## config.mk

```make
export PLATFORM = sky130hd
export DESIGN_NAME = sd_cmd_issue_ctrl_flat
export DESIGN_NICKNAME = d
export VERILOG_FILES = /design/src/rtl/sd_cmd_issue_ctrl_if.sv /design/src/rtl/sd_cmd_issue_ctrl.sv /design/src/flat_wrapper.sv
export SDC_FILE = /design/constraint.sdc
export NUM_CORES = 1
export LEC_CHECK = 0
export CAP_MARGIN = 15
export CORE_UTILIZATION = 35
export CTS_CLUSTER_SIZE = 25
export DETAILED_ROUTE_END_ITERATION = 12
export HOLD_SLACK_MARGIN = 0.03
export PLACE_DENSITY = 0.69
export SLEW_MARGIN = 25
export SYNTH_ARGS = -nofsm -noshare
export SYNTH_HDL_FRONTEND = slang
export SYNTH_SLANG_ARGS = --single-unit
```

## constraint.sdc

```tcl
create_clock -name SD_CLK_IN -period 3.93 [get_ports SD_CLK_IN]
set_input_delay 1.179 -clock SD_CLK_IN [delete_from_list [all_inputs] [get_ports SD_CLK_IN]]
set_output_delay 1.179 -clock SD_CLK_IN [all_outputs]
set_load 0.01 [all_outputs]
```

## src/rtl/sd_cmd_issue_ctrl_if.sv

```systemverilog
// Purpose: bundles the command-side and serial-host-side signals of the SD command issue controller.
// Latency: none, wiring only.
// Backpressure: carries the REQ/ACK handshakes; no buffering of its own.
interface sd_cmd_issue_ctrl_if;
  // Register/host command side
  logic        start_i;
  logic [5:0]  cmd_index_i;
  logic [31:0] cmd_arg_i;
  logic [1:0]  resp_type_i;
  logic [2:0]  dly_i;
  logic        block_write_i;
  logic        block_read_i;
  logic [1:0]  bus_width_i;
  logic        idx_chk_en_i;
  logic        crc_chk_en_i;
  logic [15:0] timeout_i;
  logic        busy_o;
  logic        done_o;
  logic [31:0] resp_o;
  logic [3:0]  err_o;

  // Serial host side
  logic [15:0] SETTING_OUT;
  logic [39:0] CMD_OUT;
  logic        REQ_OUT;
  logic        ACK_OUT;
  logic        ser_req_i;
  logic        ser_ack_i;
  logic [39:0] ser_cmd_i;
  logic [15:0] ser_status_i;

  // Drives the controller: the host plus the serial host model
  modport master (
    output start_i, cmd_index_i, cmd_arg_i, resp_type_i, dly_i, block_write_i,
           block_read_i, bus_width_i, idx_chk_en_i, crc_chk_en_i, timeout_i,
           ser_req_i, ser_ack_i, ser_cmd_i, ser_status_i,
    input  busy_o, done_o, resp_o, err_o, SETTING_OUT, CMD_OUT, REQ_OUT, ACK_OUT
  );

  // The controller itself
  modport slave (
    input  start_i, cmd_index_i, cmd_arg_i, resp_type_i, dly_i, block_write_i,
           block_read_i, bus_width_i, idx_chk_en_i, crc_chk_en_i, timeout_i,
           ser_req_i, ser_ack_i, ser_cmd_i, ser_status_i,
    output busy_o, done_o, resp_o, err_o, SETTING_OUT, CMD_OUT, REQ_OUT, ACK_OUT
  );
endinterface

```

## src/rtl/sd_cmd_issue_ctrl.sv

```systemverilog
// Purpose: issues one SD command to the serial host, collects the response, flags errors/timeouts.
// Latency: all outputs registered; REQ_OUT one edge after start_i, done_o one edge after ser_req_i drops.
// Backpressure: start_i only accepted in IDLE; issue and completion legs wait on ser_ack_i / ser_req_i.
module sd_cmd_issue_ctrl (
  input logic                SD_CLK_IN,
  input logic                RST_IN,
  sd_cmd_issue_ctrl_if.slave bus
);

  typedef enum logic [1:0] {
    ST_IDLE = 2'd0,
    ST_REQ  = 2'd1,
    ST_WAIT = 2'd2,
    ST_ACK  = 2'd3
  } state_t;

  // Response-length field values for the serial host SETTING word
  localparam logic [6:0] LEN_NONE  = 7'd0;
  localparam logic [6:0] LEN_SHORT = 7'd40;
  localparam logic [6:0] LEN_LONG  = 7'd127;

  state_t      state_q, state_d;
  logic [15:0] cnt_q, cnt_d;
  logic [39:0] cmd_q, cmd_d;
  logic [15:0] set_q, set_d;
  logic        req_q, req_d;
  logic        ack_q, ack_d;
  logic        done_q, done_d;
  logic [31:0] resp_q, resp_d;
  logic [3:0]  err_q, err_d;

  // Command fields needed after issue, latched at start
  logic [5:0]  idx_q, idx_d;
  logic [1:0]  rtype_q, rtype_d;
  logic        idx_en_q, idx_en_d;
  logic        crc_en_q, crc_en_d;
  logic [15:0] tmo_q, tmo_d;

  logic [6:0]  len_sel;
  logic        short_rsp;
  logic        frm_err;
  logic        idx_err;
  logic        crc_err;
  logic        tmo_hit;
  logic        unused_status;

  // Only the CRC-valid status bit is meaningful to this block
  assign unused_status = ^{bus.ser_status_i[15:7], bus.ser_status_i[5:0]};

  // Response length encoding from the live request (reserved type behaves as short)
  always_comb begin
    len_sel = LEN_SHORT;
    case (bus.resp_type_i)
      2'b00:   len_sel = LEN_NONE;
      2'b10:   len_sel = LEN_LONG;
      default: len_sel = LEN_SHORT;
    endcase
  end

  // Error checks only apply to short (and reserved) responses
  assign short_rsp = (rtype_q == 2'b01) || (rtype_q == 2'b11);
  assign frm_err   = (bus.ser_cmd_i[39:38] != 2'b00);
  assign idx_err   = idx_en_q && (bus.ser_cmd_i[37:32] != idx_q);
  assign crc_err   = crc_en_q && !bus.ser_status_i[6];
  assign tmo_hit   = (tmo_q != 16'd0) && (cnt_q == tmo_q);

  // State and output register bank
  always_ff @(posedge SD_CLK_IN or negedge RST_IN) begin
    if (!RST_IN) begin
      state_q  <= ST_IDLE;
      cnt_q    <= '0;
      cmd_q    <= '0;
      set_q    <= '0;
      req_q    <= 1'b0;
      ack_q    <= 1'b0;
      done_q   <= 1'b0;
      resp_q   <= '0;
      err_q    <= '0;
      idx_q    <= '0;
      rtype_q  <= '0;
      idx_en_q <= 1'b0;
      crc_en_q <= 1'b0;
      tmo_q    <= '0;
    end else begin
      state_q  <= state_d;
      cnt_q    <= cnt_d;
      cmd_q    <= cmd_d;
      set_q    <= set_d;
      req_q    <= req_d;
      ack_q    <= ack_d;
      done_q   <= done_d;
      resp_q   <= resp_d;
      err_q    <= err_d;
      idx_q    <= idx_d;
      rtype_q  <= rtype_d;
      idx_en_q <= idx_en_d;
      crc_en_q <= crc_en_d;
      tmo_q    <= tmo_d;
    end
  end

  // Next-state and next-output logic; everything holds unless a transition changes it
  always_comb begin
    state_d  = state_q;
    cnt_d    = cnt_q;
    cmd_d    = cmd_q;
    set_d    = set_q;
    req_d    = req_q;
    ack_d    = ack_q;
    done_d   = 1'b0;
    resp_d   = resp_q;
    err_d    = err_q;
    idx_d    = idx_q;
    rtype_d  = rtype_q;
    idx_en_d = idx_en_q;
    crc_en_d = crc_en_q;
    tmo_d    = tmo_q;

    case (state_q)
      ST_IDLE: begin
        if (bus.start_i) begin
          idx_d    = bus.cmd_index_i;
          rtype_d  = bus.resp_type_i;
          idx_en_d = bus.idx_chk_en_i;
          crc_en_d = bus.crc_chk_en_i;
          tmo_d    = bus.timeout_i;
          resp_d   = '0;
          err_d    = '0;
          cmd_d    = {2'b01, bus.cmd_index_i, bus.cmd_arg_i};
          set_d    = {1'b0, bus.bus_width_i, bus.block_read_i, bus.block_write_i,
                      bus.dly_i, 1'b0, len_sel};
          req_d    = 1'b1;
          state_d  = ST_REQ;
        end
      end

      ST_REQ: begin
        // No timeout here: the serial host always accepts eventually
        if (bus.ser_ack_i) begin
          req_d   = 1'b0;
          cnt_d   = '0;
          state_d = ST_WAIT;
        end
      end

      ST_WAIT: begin
        if (cnt_q != 16'hFFFF) begin
          cnt_d = cnt_q + 16'd1;
        end
        // A response arriving on the timeout edge takes priority
        if (bus.ser_req_i) begin
          resp_d  = bus.ser_cmd_i[31:0];
          err_d   = short_rsp ? {1'b0, crc_err, idx_err, frm_err} : 4'b0000;
          ack_d   = 1'b1;
          state_d = ST_ACK;
        end else if (tmo_hit) begin
          err_d   = 4'b1000;
          done_d  = 1'b1;
          state_d = ST_IDLE;
        end
      end

      ST_ACK: begin
        if (!bus.ser_req_i) begin
          ack_d   = 1'b0;
          done_d  = 1'b1;
          state_d = ST_IDLE;
        end
      end

      default: begin
        state_d = ST_IDLE;
      end
    endcase
  end

  assign bus.busy_o      = (state_q != ST_IDLE);
  assign bus.done_o      = done_q;
  assign bus.resp_o      = resp_q;
  assign bus.err_o       = err_q;
  assign bus.SETTING_OUT = set_q;
  assign bus.CMD_OUT     = cmd_q;
  assign bus.REQ_OUT     = req_q;
  assign bus.ACK_OUT     = ack_q;

endmodule

```

## src/flat_wrapper.sv

```systemverilog
// flat-port wrapper written by rule: the top's interface ports become plain ports
module sd_cmd_issue_ctrl_flat 
  (SD_CLK_IN, RST_IN, bus_start_i, bus_cmd_index_i, bus_cmd_arg_i, bus_resp_type_i, bus_dly_i, bus_block_write_i, bus_block_read_i, bus_bus_width_i, bus_idx_chk_en_i, bus_crc_chk_en_i, bus_timeout_i, bus_ser_req_i, bus_ser_ack_i, bus_ser_cmd_i, bus_ser_status_i, bus_busy_o, bus_done_o, bus_resp_o, bus_err_o, bus_SETTING_OUT, bus_CMD_OUT, bus_REQ_OUT, bus_ACK_OUT);
  sd_cmd_issue_ctrl_if bus_i ();
  input logic SD_CLK_IN;
  input logic RST_IN;
  input wire logic [$bits(bus_i.start_i)-1:0] bus_start_i;
  input wire logic [$bits(bus_i.cmd_index_i)-1:0] bus_cmd_index_i;
  input wire logic [$bits(bus_i.cmd_arg_i)-1:0] bus_cmd_arg_i;
  input wire logic [$bits(bus_i.resp_type_i)-1:0] bus_resp_type_i;
  input wire logic [$bits(bus_i.dly_i)-1:0] bus_dly_i;
  input wire logic [$bits(bus_i.block_write_i)-1:0] bus_block_write_i;
  input wire logic [$bits(bus_i.block_read_i)-1:0] bus_block_read_i;
  input wire logic [$bits(bus_i.bus_width_i)-1:0] bus_bus_width_i;
  input wire logic [$bits(bus_i.idx_chk_en_i)-1:0] bus_idx_chk_en_i;
  input wire logic [$bits(bus_i.crc_chk_en_i)-1:0] bus_crc_chk_en_i;
  input wire logic [$bits(bus_i.timeout_i)-1:0] bus_timeout_i;
  input wire logic [$bits(bus_i.ser_req_i)-1:0] bus_ser_req_i;
  input wire logic [$bits(bus_i.ser_ack_i)-1:0] bus_ser_ack_i;
  input wire logic [$bits(bus_i.ser_cmd_i)-1:0] bus_ser_cmd_i;
  input wire logic [$bits(bus_i.ser_status_i)-1:0] bus_ser_status_i;
  output wire logic [$bits(bus_i.busy_o)-1:0] bus_busy_o;
  output wire logic [$bits(bus_i.done_o)-1:0] bus_done_o;
  output wire logic [$bits(bus_i.resp_o)-1:0] bus_resp_o;
  output wire logic [$bits(bus_i.err_o)-1:0] bus_err_o;
  output wire logic [$bits(bus_i.SETTING_OUT)-1:0] bus_SETTING_OUT;
  output wire logic [$bits(bus_i.CMD_OUT)-1:0] bus_CMD_OUT;
  output wire logic [$bits(bus_i.REQ_OUT)-1:0] bus_REQ_OUT;
  output wire logic [$bits(bus_i.ACK_OUT)-1:0] bus_ACK_OUT;
  assign bus_i.start_i = bus_start_i;
  assign bus_i.cmd_index_i = bus_cmd_index_i;
  assign bus_i.cmd_arg_i = bus_cmd_arg_i;
  assign bus_i.resp_type_i = bus_resp_type_i;
  assign bus_i.dly_i = bus_dly_i;
  assign bus_i.block_write_i = bus_block_write_i;
  assign bus_i.block_read_i = bus_block_read_i;
  assign bus_i.bus_width_i = bus_bus_width_i;
  assign bus_i.idx_chk_en_i = bus_idx_chk_en_i;
  assign bus_i.crc_chk_en_i = bus_crc_chk_en_i;
  assign bus_i.timeout_i = bus_timeout_i;
  assign bus_i.ser_req_i = bus_ser_req_i;
  assign bus_i.ser_ack_i = bus_ser_ack_i;
  assign bus_i.ser_cmd_i = bus_ser_cmd_i;
  assign bus_i.ser_status_i = bus_ser_status_i;
  assign bus_busy_o = bus_i.busy_o;
  assign bus_done_o = bus_i.done_o;
  assign bus_resp_o = bus_i.resp_o;
  assign bus_err_o = bus_i.err_o;
  assign bus_SETTING_OUT = bus_i.SETTING_OUT;
  assign bus_CMD_OUT = bus_i.CMD_OUT;
  assign bus_REQ_OUT = bus_i.REQ_OUT;
  assign bus_ACK_OUT = bus_i.ACK_OUT;
  sd_cmd_issue_ctrl u_core (.SD_CLK_IN(SD_CLK_IN), .RST_IN(RST_IN), .bus(bus_i));
endmodule
```

== Word-level counts from Yosys, hierarchy flattened ==
Index checks and enable logic that the tools add are counted.

* Eq/ne operators: 15
* Add/subtract/negate cells: 1
* Muxes and demuxes: 28
* Reduce and logical (&&, ||, !) cells: 21

{| class="wikitable"
|+ Operator list
! cell !! number
|-
| $mux W32 || 2
|-
| $pmux W32 S2 || 1
|-
| $mux W16 || 2
|-
| $pmux W16 S2 || 1
|-
| $add A16 B1 Y16 const B || 1
|-
| $eq A16 B16 Y1 || 1
|-
| $ne A16 B16 Y1 const B || 1
|-
| $reduce_bool A16 Y1 || 1
|-
| $reduce_and A3 Y1 || 5
|-
| $pmux W7 S2 || 1
|-
| $mux W4 || 3
|-
| $reduce_bool A2 Y1 || 6
|-
| $mux W2 || 5
|-
| $eq A2 B2 Y1 const B || 4
|-
| $ne A2 B2 Y1 const B || 4
|-
| $pmux W2 S4 || 1
|-
| $pmux W4 S2 || 1
|-
| $mux W1 || 7
|-
| $ne A6 B6 Y1 || 1
|-
| $pmux W1 S2 || 3
|-
| $eq A2 B1 Y1 const B || 2
|-
| $logic_not A2 Y1 || 2
|-
| $reduce_and A4 Y1 || 1
|-
| $logic_and A1 B1 Y1 || 3
|-
| 6 further kinds || 6
|}

* Output and inout bits: 96
* Bits in registers: 136

== Depth between registers and ports, before layout ==
Gate-level depths: netlist of run 1.

* Depth after elaboration: 5
* Mapped depth: 7
* Depth with buffers taken out: 6

== Least setup slack after synthesis of run 1 ==
OpenSTA, ideal clock, no wires.

* Path kind: register to output
* Start: reg u_core.state_q[1]
* End: out bus_busy_o
* Cell stages (with the launch flop): 3
* Data required time: 2.751 ns
* Path buffers: 1
* Setup slack: 1.861 ns
* Data arrival time: 0.890 ns
* Cells stage by stage: dfrtp_1 -> buf_6 -> or2_2

* Word-level cells in the longest chain between the ends: 1

{| class="wikitable"
|+ RTL lines
! item !! RTL line !! text
|-
| from (decl) || sd_cmd_issue_ctrl.sv:22 || <nowiki>state_t state_q, state_d;</nowiki>
|-
| from (signal assigned) || sd_cmd_issue_ctrl.sv:85 || <nowiki>state_q <= state_d;</nowiki>
|-
| $reduce_bool A2 Y1 || sd_cmd_issue_ctrl.sv:177 || <nowiki>assign bus.busy_o = (state_q != ST_IDLE);</nowiki>
|-
| to (decl) || flat_wrapper.sv:22 || <nowiki>output wire logic [$bits(bus_i.busy_o)-1:0] bus_busy_o;</nowiki>
|}

Every way passes these cells.

== Worst setup path after layout of run 1 ==
Ends and elaborated chain as after synthesis.

==> impl_metrics.env, run 1 <==
export IMPL_numCtsBuffers=17
export IMPL_start_util_pct=35.6
export IMPL_cellPowerDensity_nw_per_um2=774
export IMPL_ys_warn_count=0
export IMPL_cts_sinks=124
export IMPL_syn_to_final_growth_pct=51.8
export IMPL_routabilityCongestion=0.781
export IMPL_setup_violations=0
export IMPL_hp_class="reg2reg"
export IMPL_hold_viol=0
export IMPL_clock_skew_ns=0.00801
export IMPL_drive_gt1_share_pct=16.0
export IMPL_firstDrtPassIters=4
export IMPL_drtIter0Drc=119
export IMPL_synth_flop_cell="dfrtp_1"
export IMPL_period_needed_ns=3.00
export IMPL_core_um2=15100
export IMPL_route_detailed_drc=0
export IMPL_routed_wl_mm=13.5
export IMPL_syn_area_per_cell_um2=11.7
export IMPL_cp_required_ns=2.75
export IMPL_hpwl_mm=9.71
export IMPL_worstPathArrival_ns=1.82
export IMPL_grt_overflow_total=0
export IMPL_ys_ff_latch=124
export IMPL_fp_row_count=45
export IMPL_comb_power_share_pct=37.6
export IMPL_io_pin_count=222
export IMPL_clk_pin_slew_worst_paths_ns=0.05
export IMPL_worstSetupStartpointType="register"
export IMPL_ys_seq_area_share_pct=57.5
export IMPL_ant_nets=0
export IMPL_die_area_um2=15900
export IMPL_fin_cells=862
export IMPL_leakagePower_nw=3.57
export IMPL_status="finished clean"
export IMPL_die_y_um=126
export IMPL_worstSkewPairLatency_ns=0.42
export IMPL_crit_fanout=13
export IMPL_critical_path_class="reg2out"
export IMPL_die_w_um=126
export IMPL_hold_buffers=0
export IMPL_tightest_slew_ns=0.720
export IMPL_cts_tree="yes"
export IMPL_p_int_mw=4.35
export IMPL_grtUsageTotal_pct=18.0
export IMPL_final_common_cell="clkdlybuf4s50_1"
export IMPL_cts_resized=0
export IMPL_relSlewSlack_pct=52.0
export IMPL_post_route_period_util_pct=76.3
export IMPL_final_cell_mix="202 x clkdlybuf4s50_1, 124 x dfrtp_1, 79 x nand2_1, 60 x mux2_2, 37 x nand3_1"
export IMPL_max_cap_violations=0
export IMPL_drv_slew=0
export IMPL_synthArstFlopShare_pct=100
export IMPL_synthesis_instances=462
export IMPL_synth_top_area_share_pct=57.5
export IMPL_irDropWorstVdd_mv=0.347
export IMPL_placed_cells=830
export IMPL_fmax_mhz=333
export IMPL_timing_setup_tns_ns=0
export IMPL_synth_edf_count=0
export IMPL_post_cts_setup_buffers=0
export IMPL_p_clk_share_pct=26.9
export IMPL_diodes=0
export IMPL_clockRootBuffer="clkbuf_16"
export IMPL_rsz0062_at_grt="no"
export IMPL_synth_distinct_cells=44
export IMPL_nFillCells=1311
export IMPL_sequentialPowerShare_pct=35.6
export IMPL_cts_path_max_buffers=2
export IMPL_htree_levels=4
export IMPL_wl_per_cell_um=15.7
export IMPL_p_sw_share_pct=31.2
export IMPL_nets=788
export IMPL_portBuffers=203
export IMPL_vias_per_cell=4.85
export IMPL_switchingPower_mw=1.98
export IMPL_dr_total_vias=4185
export IMPL_yosysTopAreaCell="dfrtp_1"
export IMPL_synth_top_cells_by_area="dfrtp_1 58%, mux2_2 13%, nand2_1 5.5%, xor2_1 3.7%, nand3_1 3.4%"
export IMPL_grt_start_max_net_pins=77
export IMPL_grt_pass1_wl_mm=22.4
export IMPL_total_power_mw=6.33
export IMPL_cp_end_kind="primary output"
export IMPL_syn_area_um2=5390
export IMPL_antenna_found_initial=0
export IMPL_grt_pass1_vias=4463
-- per-stage QoR --
| step | utilization (%) | instance area, µm² | hold WS [ns] | setup slack [ns] |
|---|---|---|---|---|
| CTS | 54.1 | 8190 | 0.468 | 0.912 |
| global placement | 49.8 | 7550 | 0.452 | 0.942 |
| detailed placement | 49.8 | 7550 | 0.456 | 0.869 |
| finish | 54.1 | 8190 | 0.461 | 0.931 |
| floorplan | - | 5400 | 0.472 | 1.86 |
| global route | 54.1 | 8190 | 0.484 | 0.842 |
-- final cells by class --
type	instances	area, µm²	share of cell area [%]
repair buffers	209	2090	25.5
flip-flops and latches	124	3100	37.9
multi-input cells	305	2110	25.7
well taps	188	235	2.87
clock inverters	12	194	2.37
inverters	4	15.0	0.183
clock buffers	20	447	5.46
-- power groups by stage --
stage          combinational, mW  clock (mW)  sequential (mW)
6_report                    2.38        1.70             2.25
5_1_grt                     2.59        1.79             2.33
4_1_cts                     2.41        1.73             2.26
3_5_place_dp                2.40           0             2.27
3_3_place_gp                2.35           0             2.23
2_1_floorplan               1.06           0             2.36
-- synthesized netlist by cell type (3+ instances only) --
cell / instances
o211ai_1: 5
buf_4: 15
xor2_1: 23
or2_2: 3
nor2_1: 15
nor3_1: 3
mux2_1: 4
nand4_1: 6
buf_2: 3
dfrtp_1: 124
xnor2_1: 7
o21ai_0: 11
nor4_1: 8
clkbuf_1: 12
inv_1: 4
and4_1: 4
and3_1: 5
nand3_1: 37
o31ai_1: 3
a21oi_1: 5
nand2_1: 79
mux2_2: 60
-- cell families (layout without fill, tap and decap cells) --
family	Yosys count	count (layout)	synth area share, %
flip-flops	124	124	57.5
other	1	3	0.0695
multiplexers	65	65	13.5
XOR/XNOR	30	30	4.87
AO/OA/AOI/OAI	35	35	4.55
buffers and inverters	35	245	3.69
adder cells (fa/ha/maj)	1	1	0.232
AND/OR/NAND/NOR	171	171	15.5
-- sequential cells by signal, summed over array words and instances (netlist names) --
signal                  cells
u_core.crc_en_q             1
u_core.bus.REQ_OUT          1
u_core.bus.done_o           1
u_core.bus.ACK_OUT          1
u_core.tmo_q               16
u_core.state_q              2
u_core.rtype_q              1
u_core.idx_en_q             1
u_core.bus.err_o            4
u_core.idx_q                5
u_core.bus.SETTING_OUT      9
u_core.cnt_q               16
u_core.bus.resp_o          32
u_core.bus.CMD_OUT         34
-- final timing paths --
kind                       slack (ns)  cells after the start            startpoint                      to
max                              0.93                      2     u_core.state_q[1]              bus_busy_o
min                              0.46                      2  u_core.bus.resp_o[5]    u_core.bus.resp_o[5]
max reg2reg                      1.98                      4     u_core.state_q[1]  u_core.bus.CMD_OUT[21]
min reg2reg                      0.46                      2  u_core.bus.resp_o[5]    u_core.bus.resp_o[5]
max in group asynchronous        2.31                      2                RST_IN    u_core.bus.resp_o[7]
min in group asynchronous        0.78                      1                RST_IN  u_core.bus.CMD_OUT[14]
-- critical path, cell delays in order (launching register included) --
cell and delay (ns):
dfrtp_1 0.51, or2_2 0.38, clkdlybuf4s50_1 0.51
-- routing by layer --
layer	GRT usage, %	wire, µm	vias to the layer above
met5	0	0	-
met4	8.50	365	0
met3	6.20	922	30
met2	30.3	6700	154
met1	20.7	5550	2014
li1	-	-	1987
Note: power is estimated with default switching activity, not from simulation.
==> run 2: changes to the inputs <==
- PLACE_DENSITY: 0.69 -> 0.72
- clock period: 3.93 -> 2.6 ns (I/O delays scaled with it)
==> run 2 against run 1 <==
Against the previous run: sequential power up 48%; critical path depth unchanged; non-clock buffer count up 6; core utilization down 0.19 points; flip-flop and latch count unchanged; worst setup slack worse by 0.73 ns; register-to-register slack worse by 1.2 ns; die area unchanged; routed wire length down 2.6%; clock skew down 0.0025 ns; critical endpoint unchanged; largest cell class unchanged; largest power group unchanged.
==> impl_metrics.env, run 2 (synthesis gave the netlist of run 1 again) <==
export IMPL_crit_fanout=2
export IMPL_drtIter0Drc=108
export IMPL_relSlewSlack_pct=61.6
export IMPL_post_route_period_util_pct=92.2
export IMPL_grt_pass1_vias=4439
export IMPL_nets=794
export IMPL_largest_reg_flops=34
export IMPL_placed_cells=836
export IMPL_tightest_slew_ns=0.575
export IMPL_worstPathArrival_ns=1.62
export IMPL_critical_path_class="reg2out"
export IMPL_max_cap_violations=0
export IMPL_hp_class="in2async"
export IMPL_post_cts_setup_buffers=0
export IMPL_cp_slowest_cell="clkdlybuf4s50_1"
export IMPL_leakagePower_nw=3.56
export IMPL_syn_to_final_growth_pct=51.2
export IMPL_ant_nets=0
export IMPL_path_cells="or2_2 -> clkdlybuf4s50_1"
export IMPL_clockRootBuffer="clkbuf_16"
export IMPL_portBuffers=203
export IMPL_nFillCells=1281
export IMPL_final_common_cell="clkdlybuf4s50_1"
export IMPL_die_w_um=126
export IMPL_route_detailed_drc=0
export IMPL_period_needed_ns=2.40
export IMPL_timing_setup_tns_ns=0
export IMPL_dr_total_vias=4226
export IMPL_cp_required_ns=1.82
export IMPL_grt_start_max_net_pins=71
export IMPL_hold_viol=0
export IMPL_grt_overflow_total=0
export IMPL_die_area_um2=15900
export IMPL_hold_buffers=0
export IMPL_diodes=0
export IMPL_numCtsBuffers=17
export IMPL_start_util_pct=35.6
export IMPL_cpPeakStageDelay_ns=0.50
export IMPL_cts_tree="yes"
export IMPL_worstSkewPairLatency_ns=0.41
export IMPL_setup_slack_ns=0.204
export IMPL_wl_per_cell_um=15.2
export IMPL_drive_gt1_share_pct=16.8
export IMPL_irDropWorstVdd_mv=0.591
export IMPL_drv_slew=0
export IMPL_clock_skew_ns=0.00554
export IMPL_cp_end_kind="primary output"
export IMPL_place_ws_ns=0.177
export IMPL_grt_pass1_wl_mm=21.9
export IMPL_multiInputGateArea_um2=2110
export IMPL_crit_family="buffers and inverters"
export IMPL_final_cell_mix="202 x clkdlybuf4s50_1, 124 x dfrtp_1, 79 x nand2_1, 60 x mux2_2, 37 x nand3_1"
export IMPL_setup_violations=0
export IMPL_core_um2=15100
export IMPL_cts_path_max_buffers=2
export IMPL_htree_levels=4
export IMPL_clk_pin_slew_worst_paths_ns=0.05
export IMPL_antenna_found_initial=0
export IMPL_hpwl_mm=9.68
export IMPL_fin_cells=868
export IMPL_firstDrtPassIters=4
export IMPL_fmax_mhz=417
export IMPL_cts_sinks=124
export IMPL_routabilityCongestion=0.796
export IMPL_io_pin_count=222
export IMPL_die_y_um=126
export IMPL_rsz0062_at_grt="no"
export IMPL_grtUsageTotal_pct=17.6
export IMPL_worstSetupStartpointType="register"
export IMPL_cellPowerDensity_nw_per_um2=1130
export IMPL_routed_wl_mm=13.2
export IMPL_fp_row_count=45
export IMPL_status="finished clean"
export IMPL_cts_resized=0
export IMPL_regArea_um2=3100
export IMPL_vias_per_cell=4.87
export IMPL_worst_path_buf_inv=1
## run 2: area by class of cell
class                           instances  share of cell area (%)
Sequential cell                       124                    38.0
Timing Repair Buffer                  215                    26.3
Multi-Input combinational cell        305                    25.8
Clock buffer                           21                    5.64
Tap cell                              188                    2.88
Clock inverter                         11                    1.15
Inverter                                4                   0.184
## run 2: metrics by stage
stage | power, mW | hold slack [ns] | instance area, µm² | util [%]
2_1_floorplan | 5.17 | 0.472 | 5400 | -
3_3_place_gp | 6.98 | 0.450 | 7600 | 50.2
3_5_place_dp | 7.11 | 0.459 | 7600 | 50.2
4_1_cts | 9.36 | 0.383 | 8160 | 53.9
5_1_grt | 9.81 | 0.408 | 8160 | 53.9
6_report | 9.24 | 0.366 | 8160 | 53.9
## run 2: metal layers
| layer | share of wire, % | routed length, µm | GRT usage, % |
|---|---|---|---|
| met1 | 40 | 5230 | 19.9 |
| met2 | 52 | 6820 | 30.1 |
| met3 | 6.9 | 914 | 6.63 |
| met4 | 1.7 | 229 | 6.45 |
| met5 | 0 | 0 | 0 |
## run 2: final timing paths
| kind | startpoint | end | cells after the start | slack, ns |
|---|---|---|---|---|
| min reg2reg | u_core.bus.resp_o[4] | u_core.bus.resp_o[4] | 2 | 0.47 |
| max reg2reg | u_core.cnt_q[0] | u_core.cnt_q[12] | 6 | 0.81 |
| max in group asynchronous | RST_IN | u_core.bus.resp_o[7] | 2 | 1.55 |
| min in group SD_CLK_IN | u_core.bus.resp_o[4] | u_core.bus.resp_o[4] | 2 | 0.47 |
| max | u_core.state_q[1] | bus_busy_o | 2 | 0.20 |
| min | RST_IN | u_core.bus.CMD_OUT[8] | 1 | 0.37 |
## run 2: power by group
group | switching (mW) | internal [mW]
combinational | 1.54 | 2.14
sequential | 0.572 | 2.77
clock | 0.846 | 1.36
==> run 3: changes to the inputs <==
- PLACE_DENSITY: 0.72 -> 0.69
- clock period: 2.6 -> 2.7 ns (I/O delays scaled with it)
==> run 3 against run 2 <==
Against the previous run: register-to-register slack better by 0.07 ns; die area did not move; non-clock buffer count stayed put; critical endpoint unchanged; sequential share of layout area is 0.55 points lower; total power rose by 1.5%; combinational power fell by 2%; worst hold slack worse by 0.052 ns.
==> impl_metrics.env, run 3 (synthesis gave the netlist of run 1 again) <==
export IMPL_sequentialPowerShare_pct=34.5
export IMPL_timing_setup_tns_ns=0
export IMPL_cellPowerDensity_nw_per_um2=1130
export IMPL_relSlewSlack_pct=66.9
export IMPL_timing_rr_start="u_core.cnt_q[0]"
export IMPL_drtIter0Drc=135
export IMPL_reg2regPathDepth=6
export IMPL_io_pin_count=222
export IMPL_fmax_mhz=411
export IMPL_status="finished clean"
export IMPL_fp_row_count=45
export IMPL_core_um2=15100
export IMPL_firstDrtPassIters=4
export IMPL_syn_to_final_growth_pct=53.4
export IMPL_final_common_cell="clkdlybuf4s50_1"
export IMPL_htree_levels=4
export IMPL_cts_tree="yes"
export IMPL_clockRootBuffer="clkbuf_16"
export IMPL_crit_fanout=2
export IMPL_cts_path_max_buffers=2
export IMPL_route_detailed_drc=0
export IMPL_die_w_um=126
export IMPL_hpwl_mm=10.1
export IMPL_numCtsBuffers=17
export IMPL_die_y_um=126
export IMPL_drive_gt1_share_pct=16.5
export IMPL_worstReg2RegEnd="u_core.cnt_q[14]"
export IMPL_p_sw_share_pct=30.7
export IMPL_post_cts_setup_buffers=0
export IMPL_antenna_found_initial=0
export IMPL_worst_path_buf_inv=1
export IMPL_vias_per_cell=4.93
export IMPL_comb_power_share_pct=38.4
export IMPL_worstSkewPairLatency_ns=0.41
export IMPL_drv_slew=0
export IMPL_clk_pin_slew_worst_paths_ns=0.05
export IMPL_max_cap_violations=0
export IMPL_portBuffers=203
export IMPL_dr_total_vias=4270
export IMPL_setup_violations=0
export IMPL_hp_class="in2async"
export IMPL_grt_start_max_net_pins=54
export IMPL_routabilityCongestion=0.809
export IMPL_p_int_mw=6.50
export IMPL_clock_skew_ns=0.00944
export IMPL_switchingPower_mw=2.88
export IMPL_p_clk_share_pct=27.0
export IMPL_critical_path_class="reg2out"
export IMPL_r2r_slack_ns=0.88
export IMPL_hold_viol=0
export IMPL_crit_family="buffers and inverters"
export IMPL_cp_slowest_cell="clkdlybuf4s50_1"
export IMPL_post_route_period_util_pct=90.2
export IMPL_grt_pass1_vias=4561
export IMPL_grt_overflow_total=0
export IMPL_ant_nets=0
export IMPL_start_util_pct=35.6
export IMPL_cp_end_kind="primary output"
export IMPL_routed_wl_mm=14.0
export IMPL_cp_required_ns=1.89
export IMPL_nets=794
export IMPL_largest_reg_flops=34
export IMPL_final_cell_mix="202 x clkdlybuf4s50_1, 124 x dfrtp_1, 79 x nand2_1, 60 x mux2_2, 37 x nand3_1"
export IMPL_irDropWorstVdd_mv=0.720
export IMPL_cts_sinks=124
export IMPL_period_needed_ns=2.43
export IMPL_grt_pass1_wl_mm=22.7
export IMPL_worstPathArrival_ns=1.62
export IMPL_tightest_slew_ns=0.490
export IMPL_cpPeakStageDelay_ns=0.50
export IMPL_grtUsageTotal_pct=18.3
export IMPL_hold_buffers=0
export IMPL_rsz0062_at_grt="no"
export IMPL_worstSetupStartpointType="register"
export IMPL_die_area_um2=15900
export IMPL_wl_per_cell_um=16.2
export IMPL_diodes=0
export IMPL_utilization_pct=54.6
export IMPL_cts_resized=0
export IMPL_leakagePower_nw=3.62
export IMPL_path_cells="or2_2 -> clkdlybuf4s50_1"
## run 3: changes by cell type in the layout (fill, tap and decap cells not counted), moves of 3 or more
| cell | before | now |
|---|---|---|
| clkinvlp_4 | 4 | 0 |
| clkinv_2 | 5 | 1 |
| clkbuf_8 | 2 | 5 |
| bufinv_16 | 1 | 5 |
## run 3: metrics by stage
| stage | instances | hold WS, ns | worst slack [ns] | power (mW) | area [µm²] |
|---|---|---|---|---|---|
| after CTS | 867 | 0.314 | 0.233 | 9.49 | 8280 |
| after global routing | 867 | 0.333 | 0.223 | 9.90 | 8280 |
| after global placement | 836 | 0.449 | 0.266 | 6.74 | 7620 |
| final | 867 | 0.314 | 0.265 | 9.38 | 8280 |
| after detailed placement | 836 | 0.452 | 0.183 | 6.88 | 7620 |
| after floorplan | 464 | 0.472 | 1.00 | 4.98 | 5400 |
## run 3: layout make-up
class	count	area [µm²]
timing repair buffer	215	2160
clock buffer	25	505
tap	188	235
inverter	4	15.0
fill	1247	6870
sequential	124	3100
clock inverter	6	155
multi-input combinational	305	2110
## run 3: how the worst max path moves through the flow
stage                                  from                     to  slack (ns)  depth (start not counted)
after detailed placement      bus_ser_req_i  u_core.bus.resp_o[28]        0.18                          6
after floorplan           u_core.state_q[1]  u_core.bus.CMD_OUT[0]         1.0                          5
final                     u_core.state_q[1]             bus_busy_o        0.27                          2
after global routing      u_core.state_q[1]             bus_busy_o        0.22                          2
after CTS                 u_core.state_q[1]             bus_busy_o        0.23                          2
after global placement        bus_ser_req_i  u_core.bus.resp_o[14]        0.27                          6
## run 3: worst register-to-register path: stages, from the launching register on
cell	delay (ns)
dfrtp_1	0.44
ha_1	0.30
nand3b_4	0.12
a2111oi_4	0.46
nand3_1	0.16
xor2_1	0.17
nor2_1	0.06
## run 3: power groups by stage
stage          sequential [mW]  combinational, mW  clock, mW
6_report                  3.24               3.60       2.53
5_1_grt                   3.34               3.89       2.67
4_1_cts                   3.24               3.66       2.59
3_5_place_dp              3.25               3.62          0
3_3_place_gp              3.20               3.54          0
2_1_floorplan             3.44               1.54          0
## run 3: metal layers
layer	track usage (%)	up-vias	wire length, µm
met5	0	-	0
met2	32.0	170	7190
li1	-	1990	-
met4	7.09	0	342
met3	6.63	30	981
met1	20.1	2080	5500
